[src/rtl/mult_pkg.sv]
// Shared constants and state encodings for the shift-add multiplier and its
// companion restoring divider.
package mult_pkg;

    localparam int unsigned MULT_N_DEFAULT = 6;

    typedef enum logic [1:0] {
        IDLE = 2'd0,
        LOAD = 2'd1,
        CALC = 2'd2,
        DONE = 2'd3
    } mult_state_e;

    // Companion divider defaults (dividend/divisor width and state width)
    localparam int unsigned DIV_N_DEFAULT  = 6;
    localparam int unsigned DIV_STATE_W    = 2;

endpackage : mult_pkg

[src/rtl/shift_add_dp.sv]
// Shift-add multiplier datapath: accumulator A (N+1 bits incl. carry),
// multiplier/low-product register B, multiplicand register C, N+1-bit adder
// and the combined {A,B} right shift.
// Ports:
//   clk, rst        clock, async active-high reset
//   ldA             add C into the accumulator this cycle
//   ldB, ldC        load B from b_in / C from c_in
//   clrA            clear A
//   calc            shift {A,B} right by one after the optional add
//   b_in, c_in      operand inputs (multiplier, multiplicand)
//   B0              LSB of B, tells the controller whether to add
//   prod_c          {A[N-1:0],B} as it will be after the current iteration
module shift_add_dp
    import mult_pkg::*;
#(
    parameter int unsigned N = MULT_N_DEFAULT
) (
    input  logic             clk,
    input  logic             rst,
    input  logic             ldA,
    input  logic             ldB,
    input  logic             ldC,
    input  logic             clrA,
    input  logic             calc,
    input  logic [N-1:0]     b_in,
    input  logic [N-1:0]     c_in,
    output logic             B0,
    output logic [2*N-1:0]   prod_c
);

    logic [N:0]   a_q, a_d;
    logic [N-1:0] b_q, b_d;
    logic [N-1:0] c_q, c_d;
    logic [N:0]   addend_c;
    logic [N:0]   sum_c;
    logic [2*N:0] shift_c;

    // Adder and combined shift; carry lands in A[N] before the shift
    always_comb begin
        addend_c = ldA ? {1'b0, c_q} : (N+1)'(0);
        sum_c    = a_q + addend_c;
        shift_c  = {sum_c, b_q} >> 1;

        a_d = a_q;
        b_d = b_q;
        c_d = c_q;

        if (clrA) begin
            a_d = '0;
        end else if (calc) begin
            a_d = shift_c[2*N:N];
        end else if (ldA) begin
            a_d = sum_c;
        end

        if (ldB) begin
            b_d = b_in;
        end else if (calc) begin
            b_d = shift_c[N-1:0];
        end

        if (ldC) begin
            c_d = c_in;
        end
    end

    always_ff @(posedge clk or posedge rst) begin
        if (rst) begin
            a_q <= '0;
            b_q <= '0;
            c_q <= '0;
        end else begin
            a_q <= a_d;
            b_q <= b_d;
            c_q <= c_d;
        end
    end

    assign B0     = b_q[0];
    assign prod_c = shift_c[2*N-1:0];

endmodule : shift_add_dp

[src/rtl/shift_add_mult.sv]
// Sequential unsigned N x N shift-add multiplier: controller FSM, iteration
// counter and operand holding registers around shift_add_dp.
// Ports:
//   clk, rst       clock, async active-high reset
//   start          begin a multiplication (sampled in IDLE only)
//   Multiplicand   N-bit unsigned operand, captured on accept
//   Multiplier     N-bit unsigned operand, captured on accept
//   Product        2N-bit registered result, updated only on completion
//   busy           registered, follows LOAD/CALC one cycle later
//   done           registered single-cycle completion pulse
module shift_add_mult
    import mult_pkg::*;
#(
    parameter int unsigned N = MULT_N_DEFAULT
) (
    input  logic             clk,
    input  logic             rst,
    input  logic             start,
    input  logic [N-1:0]     Multiplicand,
    input  logic [N-1:0]     Multiplier,
    output logic [2*N-1:0]   Product,
    output logic             busy,
    output logic             done
);

    localparam int unsigned CNT_W = $clog2(N + 1);

    mult_state_e        state_q, state_d;
    logic [CNT_W-1:0]   cnt_q, cnt_d;
    logic [N-1:0]       mcand_q, mcand_d;
    logic [N-1:0]       mplier_q, mplier_d;
    logic [2*N-1:0]     product_q, product_d;
    logic               busy_q, busy_d;
    logic               done_q, done_d;

    logic               ld_a_c, ld_b_c, ld_c_c, clr_a_c, calc_c;
    logic               b0_c;
    logic [2*N-1:0]     prod_c;

    shift_add_dp #(.N(N)) u_dp (
        .clk    (clk),
        .rst    (rst),
        .ldA    (ld_a_c),
        .ldB    (ld_b_c),
        .ldC    (ld_c_c),
        .clrA   (clr_a_c),
        .calc   (calc_c),
        .b_in   (mplier_q),
        .c_in   (mcand_q),
        .B0     (b0_c),
        .prod_c (prod_c)
    );

    // Next-state, datapath control and registered-output decode
    always_comb begin
        state_d   = state_q;
        cnt_d     = cnt_q;
        mcand_d   = mcand_q;
        mplier_d  = mplier_q;
        product_d = product_q;
        ld_a_c    = 1'b0;
        ld_b_c    = 1'b0;
        ld_c_c    = 1'b0;
        clr_a_c   = 1'b0;
        calc_c    = 1'b0;
        // Status flags trail the state by one cycle
        busy_d    = (state_q == LOAD) || (state_q == CALC);
        done_d    = (state_q == DONE);

        unique case (state_q)
            IDLE: begin
                if (start) begin
                    mcand_d  = Multiplicand;
                    mplier_d = Multiplier;
                    state_d  = LOAD;
                end
            end
            LOAD: begin
                clr_a_c = 1'b1;
                ld_b_c  = 1'b1;
                ld_c_c  = 1'b1;
                cnt_d   = '0;
                state_d = CALC;
            end
            CALC: begin
                ld_a_c = b0_c;
                calc_c = 1'b1;
                cnt_d  = cnt_q + CNT_W'(1);
                // Last iteration: capture the post-shift product directly
                if (cnt_q == CNT_W'(N - 1)) begin
                    product_d = prod_c;
                    state_d   = DONE;
                end
            end
            DONE: begin
                state_d = IDLE;
            end
            default: begin
                state_d = IDLE;
            end
        endcase
    end

    always_ff @(posedge clk or posedge rst) begin
        if (rst) begin
            state_q   <= IDLE;
            cnt_q     <= '0;
            mcand_q   <= '0;
            mplier_q  <= '0;
            product_q <= '0;
            busy_q    <= 1'b0;
            done_q    <= 1'b0;
        end else begin
            state_q   <= state_d;
            cnt_q     <= cnt_d;
            mcand_q   <= mcand_d;
            mplier_q  <= mplier_d;
            product_q <= product_d;
            busy_q    <= busy_d;
            done_q    <= done_d;
        end
    end

    assign Product = product_q;
    assign busy    = busy_q;
    assign done    = done_q;

endmodule : shift_add_mult

[config.mk]
export PLATFORM = sky130hd
export DESIGN_NAME = shift_add_mult
export DESIGN_NICKNAME = d
export VERILOG_FILES = /design/src/rtl/mult_pkg.sv /design/src/rtl/shift_add_dp.sv /design/src/rtl/shift_add_mult.sv
export SDC_FILE = /design/constraint.sdc
export NUM_CORES = 1
export LEC_CHECK = 0
export BUFFER_PORTS_ARGS = -buffer_cell sky130_fd_sc_hd__buf_2
export CAP_MARGIN = 30
export CORE_UTILIZATION = 48
export DETAILED_ROUTE_END_ITERATION = 7
export PLACE_DENSITY = 0.68
export SLEW_MARGIN = 5
export SYNTH_ARGS = -nofsm -noshare
export SYNTH_HDL_FRONTEND = slang
export SYNTH_SLANG_ARGS = --single-unit
[constraint.sdc]
create_clock -name clk -period 3.1 [get_ports clk]
set_clock_uncertainty 0.2 [all_clocks]
set_input_delay 0.465 -clock clk [delete_from_list [all_inputs] [get_ports clk]]
set_output_delay 0.465 -clock clk [all_outputs]
set_load 0.03 [all_outputs]
# Word-level counts from Yosys, hierarchy flattened
# Index checks and enable logic that the tools add are counted.
dict set report word_totals {
  register_bits 50
  latch_bits 0
  ram_bits 0
  rom_bits 0
  in_bits 15
  out_inout_bits 14
  word_cells 39
  memories 0
}
dict set report op_classes {
  addsub 2
  mul 0
  n_div 0
  order_cmp 0
  eq_ne 6
  shifts 0
  muxes 13
  n_bitwise 0
  reduce_logical 8
}
# op count
set op_table {}
lappend op_table {{7-bit two-way mux} 3}
lappend op_table {{6-bit two-way mux} 3}
lappend op_table {{2-bit case mux with 4 select lines} 1}
lappend op_table {{7-bit adder} 1}
lappend op_table {{3-bit case mux with 2 select lines} 1}
lappend op_table {{2-bit AND reduction} 3}
lappend op_table {{2-bit == test, second input constant} 2}
lappend op_table {{2-bit two-way mux} 2}
lappend op_table {{2-bit nonzero test} 2}
lappend op_table {{3-bit by 1-bit adder with 3-bit output, second input constant} 1}
lappend op_table {{3-bit == test, second input constant} 1}
lappend op_table {{1-bit two-way mux} 3}
lappend op_table {{3-bit nonzero test} 1}
lappend op_table {{2-bit by 1-bit == test with 1-bit output, second input constant} 1}
lappend op_table {{2-bit logical NOT} 1}
lappend op_table {{2-bit by 1-bit != test with 1-bit output, second input constant} 1}
lappend op_table {{2-bit != test, second input constant} 1}
lappend op_table {{1-bit logical OR} 1}

# Longest topological paths before layout
dict set report logic_depth {
  ltp_word 7
  depth_mapped 10
  depth_no_buf 9
}

# Hierarchy
# A second synthesis with hierarchy kept.
dict set report unflattened {
  cells_unflattened 204
  area_unflattened_um2 2454.9
}
# module n_inst cells_per_inst area_per_inst_um2 seq_area_each_um2
set by_module_without_submodules {}
lappend by_module_without_submodules {shift_add_mult 1 86 1307.5 775.7}
lappend by_module_without_submodules {shift_add_dp 1 118 1147.4 475.5}

# Worst setup path before layout
# OpenSTA, ideal clock, no wires.
dict set report synth_timing {
  kind {reg2reg}
  start {reg state_q[0]}
  end {reg u_dp.a_q[5]}
  setup_ps 86
  t_arrival_ps 2453
  required_time_ps 2814
  slack_ps 361
  path_stages_with_launch 11
  n_path_buf 1
  synth_period_minus_slack_ps 2739
  path_cell_list {dfrtp_1 -> inv_1 -> ha_1 -> clkbuf_1 -> and3_1 -> ha_1 -> fa_1 -> a211o_1 -> a2111oi_4 -> nor3b_2 -> o221ai_2}
}
dict set report synth_via {
  elab_chain_cells 7
  word_cells_on_any_way 11
  classes_between {1 x add/sub; 2 x eq/ne; 7 x mux; 1 x reduce/logical}
}
# element line_no
set synth_lines {}
lappend synth_lines {{from (decl)} shift_add_mult.sv:28} ;# mult_state_e state_q, state_d;
lappend synth_lines {{from (signal assigned)} shift_add_mult.sv:114} ;# state_q <= state_d;
lappend synth_lines {{2-bit == test} shift_add_mult.sv:70} ;# unique case (state_q)
lappend synth_lines {{1-bit two-way mux} shift_add_mult.sv:70}
lappend synth_lines {{6-bit two-way mux} shift_add_dp.sv:40} ;# addend_c = ldA ? {1'b0, c_q} : (N+1)'(0);
lappend synth_lines {{7-bit adder} shift_add_dp.sv:41} ;# sum_c = a_q + addend_c;
lappend synth_lines {{7-bit two-way mux} shift_add_dp.sv:52} ;# end else if (ldA) begin
lappend synth_lines {{7-bit two-way mux} shift_add_dp.sv:50} ;# end else if (calc) begin
lappend synth_lines {{7-bit two-way mux} shift_add_dp.sv:48} ;# if (clrA) begin
lappend synth_lines {{to (signal assigned)} shift_add_dp.sv:69} ;# a_q <= '0;
lappend synth_lines {{to (signal assigned)} shift_add_dp.sv:73} ;# a_q <= a_d;
lappend synth_lines {{to (decl)} shift_add_dp.sv:31} ;# logic [N:0] a_q, a_d;
# Several ways; a longest one is shown, not always the timed one. The select of a mux whose other input is x is not followed.
# A chain may end at the register's enable or synchronous reset.

# Worst setup path in the final report
# Same ends and word-level chain as after synthesis.

==> flow_summary.yaml <==
layout:
  number_of_antenna_cells_inserted: 0
  num-fill-cells: 422
  final_layout_size_suffix_gt1_share_pct: 33.33
  final_net_count: 264
  synthToLayoutAreaGrowth_pct: 12.68
  utilization_pct: 57.45
pwr:
  max-vdd-ir-drop_v: 0.0004472
  total_power_mw: 2.703
  power.static_leakage_nw: 1.347
  power.density_nw_per_um2: 976.6
floorplanning:
  row_count: 25
  floorplan.io_pins: 29
  die_area_um2: 5407
  start_util_pct: 50.99
  placeableCoreArea_um2: 4817
  dieWidth_um: 73.53
  die_y_um: 73.53
critical_path:
  cp_data_required_time_ps: 3130
  critPathMaxFanout: 4
  start_kind: "register"
  reg2regPathDepth: 9
  timing.setup.critical_path_class: "reg2reg"
  endpoint_kind: "register"
  critPathArrivalTime_ps: 2760
clock_network:
  cts_tree: "done"
  post-cts-setup-buffer-count: 0
  cts.sink_count: 50
  max-clock-path-buffers: 2
  root_cell_of_the_clock_tree: "clkbuf_8"
  total_cts_buffers: 5
  path_clk_slew_ps: 100
  clock_latency_ps: 310
  number_of_h_tree_branching_levels: 2
sta:
  finalSetupViolations: 0
  final.min_clock_period_ps: 2732
  layout_worst_path_cycle_share_pct: 88.14
  final.setup.tns_ps: 0
  fin_ws_ps: 367.7
  relSlewSlack_pct: 49.86
  tightestPinTransition_ps: 752.1
  max_freq_ghz: 0.3660
  unrepaired_setup_endpoints_after_global_routing: "no"
  drv_slew: 0
  hold_viol_final: 0
grt:
  grt_antenna_before_repair: 0
  grt_max_degree: 31
  grtUsageTotal_pct: 18.17
  vias_in_the_first_global_route: 1513
  grt_overflow_total: 0
  global_route_wire_length_before_repair_um: 7389
logic_synthesis:
  mappedNetlistNets: 231
  yosysTopAreaCellShare_pct: 50.94
  ys_top_cells_by_area: "dfrtp_1, mux2_2, ha_1"
  largest_area_contributor_in_the_netlist: "dfrtp_1"
  synth-edff-count: 0
  synthesis.area_um2: 2456
  synth_top_flop_cell: "dfrtp_1"
  post_synth_num_cell_types: 40
  synth-seq-area-share_pct: 50.94
  yosys_warn_count: 0
  synthCells: 203
  avgSynthCellArea_um2: 12.10
  yosys_register_bits: 50
  synth_async_sr_flop_share_pct: 100.0
drt:
  drt_drc_violations_left: 0
  number_of_optimization_iterations_in_the_first_detailed_route_pass: 4
  routed_wl_um: 4221
  postRouteAntennaNets: 0
  vias_per_cell: 5.145
  vias_after_detailed_routing: 1564
  routedWlPerCell_um: 13.88
  drt-initial-drc-count: 102
flow_run:
  cap_violations: 0
min_path:
  hold-path-cell-count: 2
  worstHoldPathType: "in2reg"
outcome:
  status: "complete, no violations"
place:
  post-dp-hpwl_um: 3143
  globalplace.congestion: 0.8785
  port_buffers: 28
  dp_worst_setup_slack_ps: 389.5
[cell usage in the layout, fill, tap and decap left out, types with 7 or more instances in the layout]
cell type / netlist / routed
mux2i_1: 7 / 7
inv_1: 11 / 10
a21oi_1: 8 / 8
mux2_2: 25 / 25
dfrtp_1: 50 / 50
buf_2: 2 / 28
o21ai_0: 10 / 10
ha_1: 12 / 12
nor2_1: 7 / 7
nand2_1: 14 / 14
[cell usage after synthesis (3+ instances only)]
cell type  count
a211o_1        3
a21oi_1        8
mux2_2        25
ha_1          12
nand3_1        4
nor2_1         7
nand3b_1       3
o21ai_0       10
clkbuf_1       4
nand2_1       14
and3_1         6
mux2i_1        7
nor2b_1        3
inv_1         11
o22ai_1        4
dfrtp_1       50
[repair_timing]
| action | 4_1_cts | 5_1_grt |
|---|---|---|
| hold buffers | 1 | 0 |
| gates resized for setup | 0 | 0 |
| hold endpoints to repair | 18 | 0 |
| setup endpoints to repair | 0 | 0 |
[layer usage]
metal  routed length, um  GRT usage (%)  up-vias
met5                   0              0        -
met4                  61          5.769        0
met3                 159          4.390        6
met2                1863          26.91       31
met1                2136          26.22      744
li1                    -              -      783
[sequential cells by signal (all words and copies together), names as in the netlist]
name      cells
mplier_q      6
state_q       2
cnt_q         3
mcand_q       6
u_dp.b_q      6
done          1
Product      12
u_dp.a_q      7
busy          1
u_dp.c_q      6
[through the flow]
| step | instances | cell area [um^2] | hold slack (ps) |
|---|---|---|---|
| after global routing | 304 | 2768 | 165.1 |
| after CTS | 304 | 2768 | 170.6 |
| final | 304 | 2768 | 177.4 |
| after detailed placement | 295 | 2664 | 265.7 |
| after floorplan | 203 | 2456 | 269.5 |
| after global placement | 295 | 2664 | 256.7 |
[power breakdown]
| part | total, mW | switching (mW) | internal (mW) |
|---|---|---|---|
| combinational | 1.26 | 0.681 | 0.581 |
| clock | 0.391 | 0.228 | 0.163 |
| sequential | 1.05 | 0.147 | 0.903 |
[logic make-up (layout without fill, tap and decap cells)]
family	count (synthesis)	count (layout)	synth area share, %
flops	50	50	50.94
simple gates	45	45	10.09
compound gates	42	42	13.19
mux	32	32	14.31
buf+inv	20	54	4.177
fa+ha+maj	13	13	6.928
xor+xnor	1	1	0.3567
[critical path, stage by stage (launching register included)]
cell,delay [ps]
dfrtp_1,410
inv_1,80
ha_1,220
and3_1,180
ha_1,220
fa_1,440
a211o_1,340
a2111oi_4,320
nor3b_2,110
o221ai_2,130
[path summary, 6_finish.rpt]
check | from | slack [ps] | endpoint
worst min register to register | Product[8] | 280 | Product[8]
max in group asynchronous | rst | 1600 | busy
min in group asynchronous | rst | 480 | Product[1]
worst max register to register | state_q[0] | 370 | u_dp.a_q[5]
worst max-delay path | state_q[0] | 370 | u_dp.a_q[5]
worst min-delay path | Multiplier[0] | 180 | mplier_q[0]
[final cells by class]
class | count | area (um^2) | share of cell area, %
Sequential cell | 50 | 1251 | 45.21
Clock inverter | 3 | 25.02 | 0.9042
Clock buffer | 5 | 68.82 | 2.486
Tap cell | 67 | 83.83 | 3.029
Inverter | 11 | 41.29 | 1.492
Timing Repair Buffer | 35 | 195.2 | 7.052
Multi-Input combinational cell | 133 | 1102 | 39.83
No activity file was read; power rests on OpenSTA's default activity.
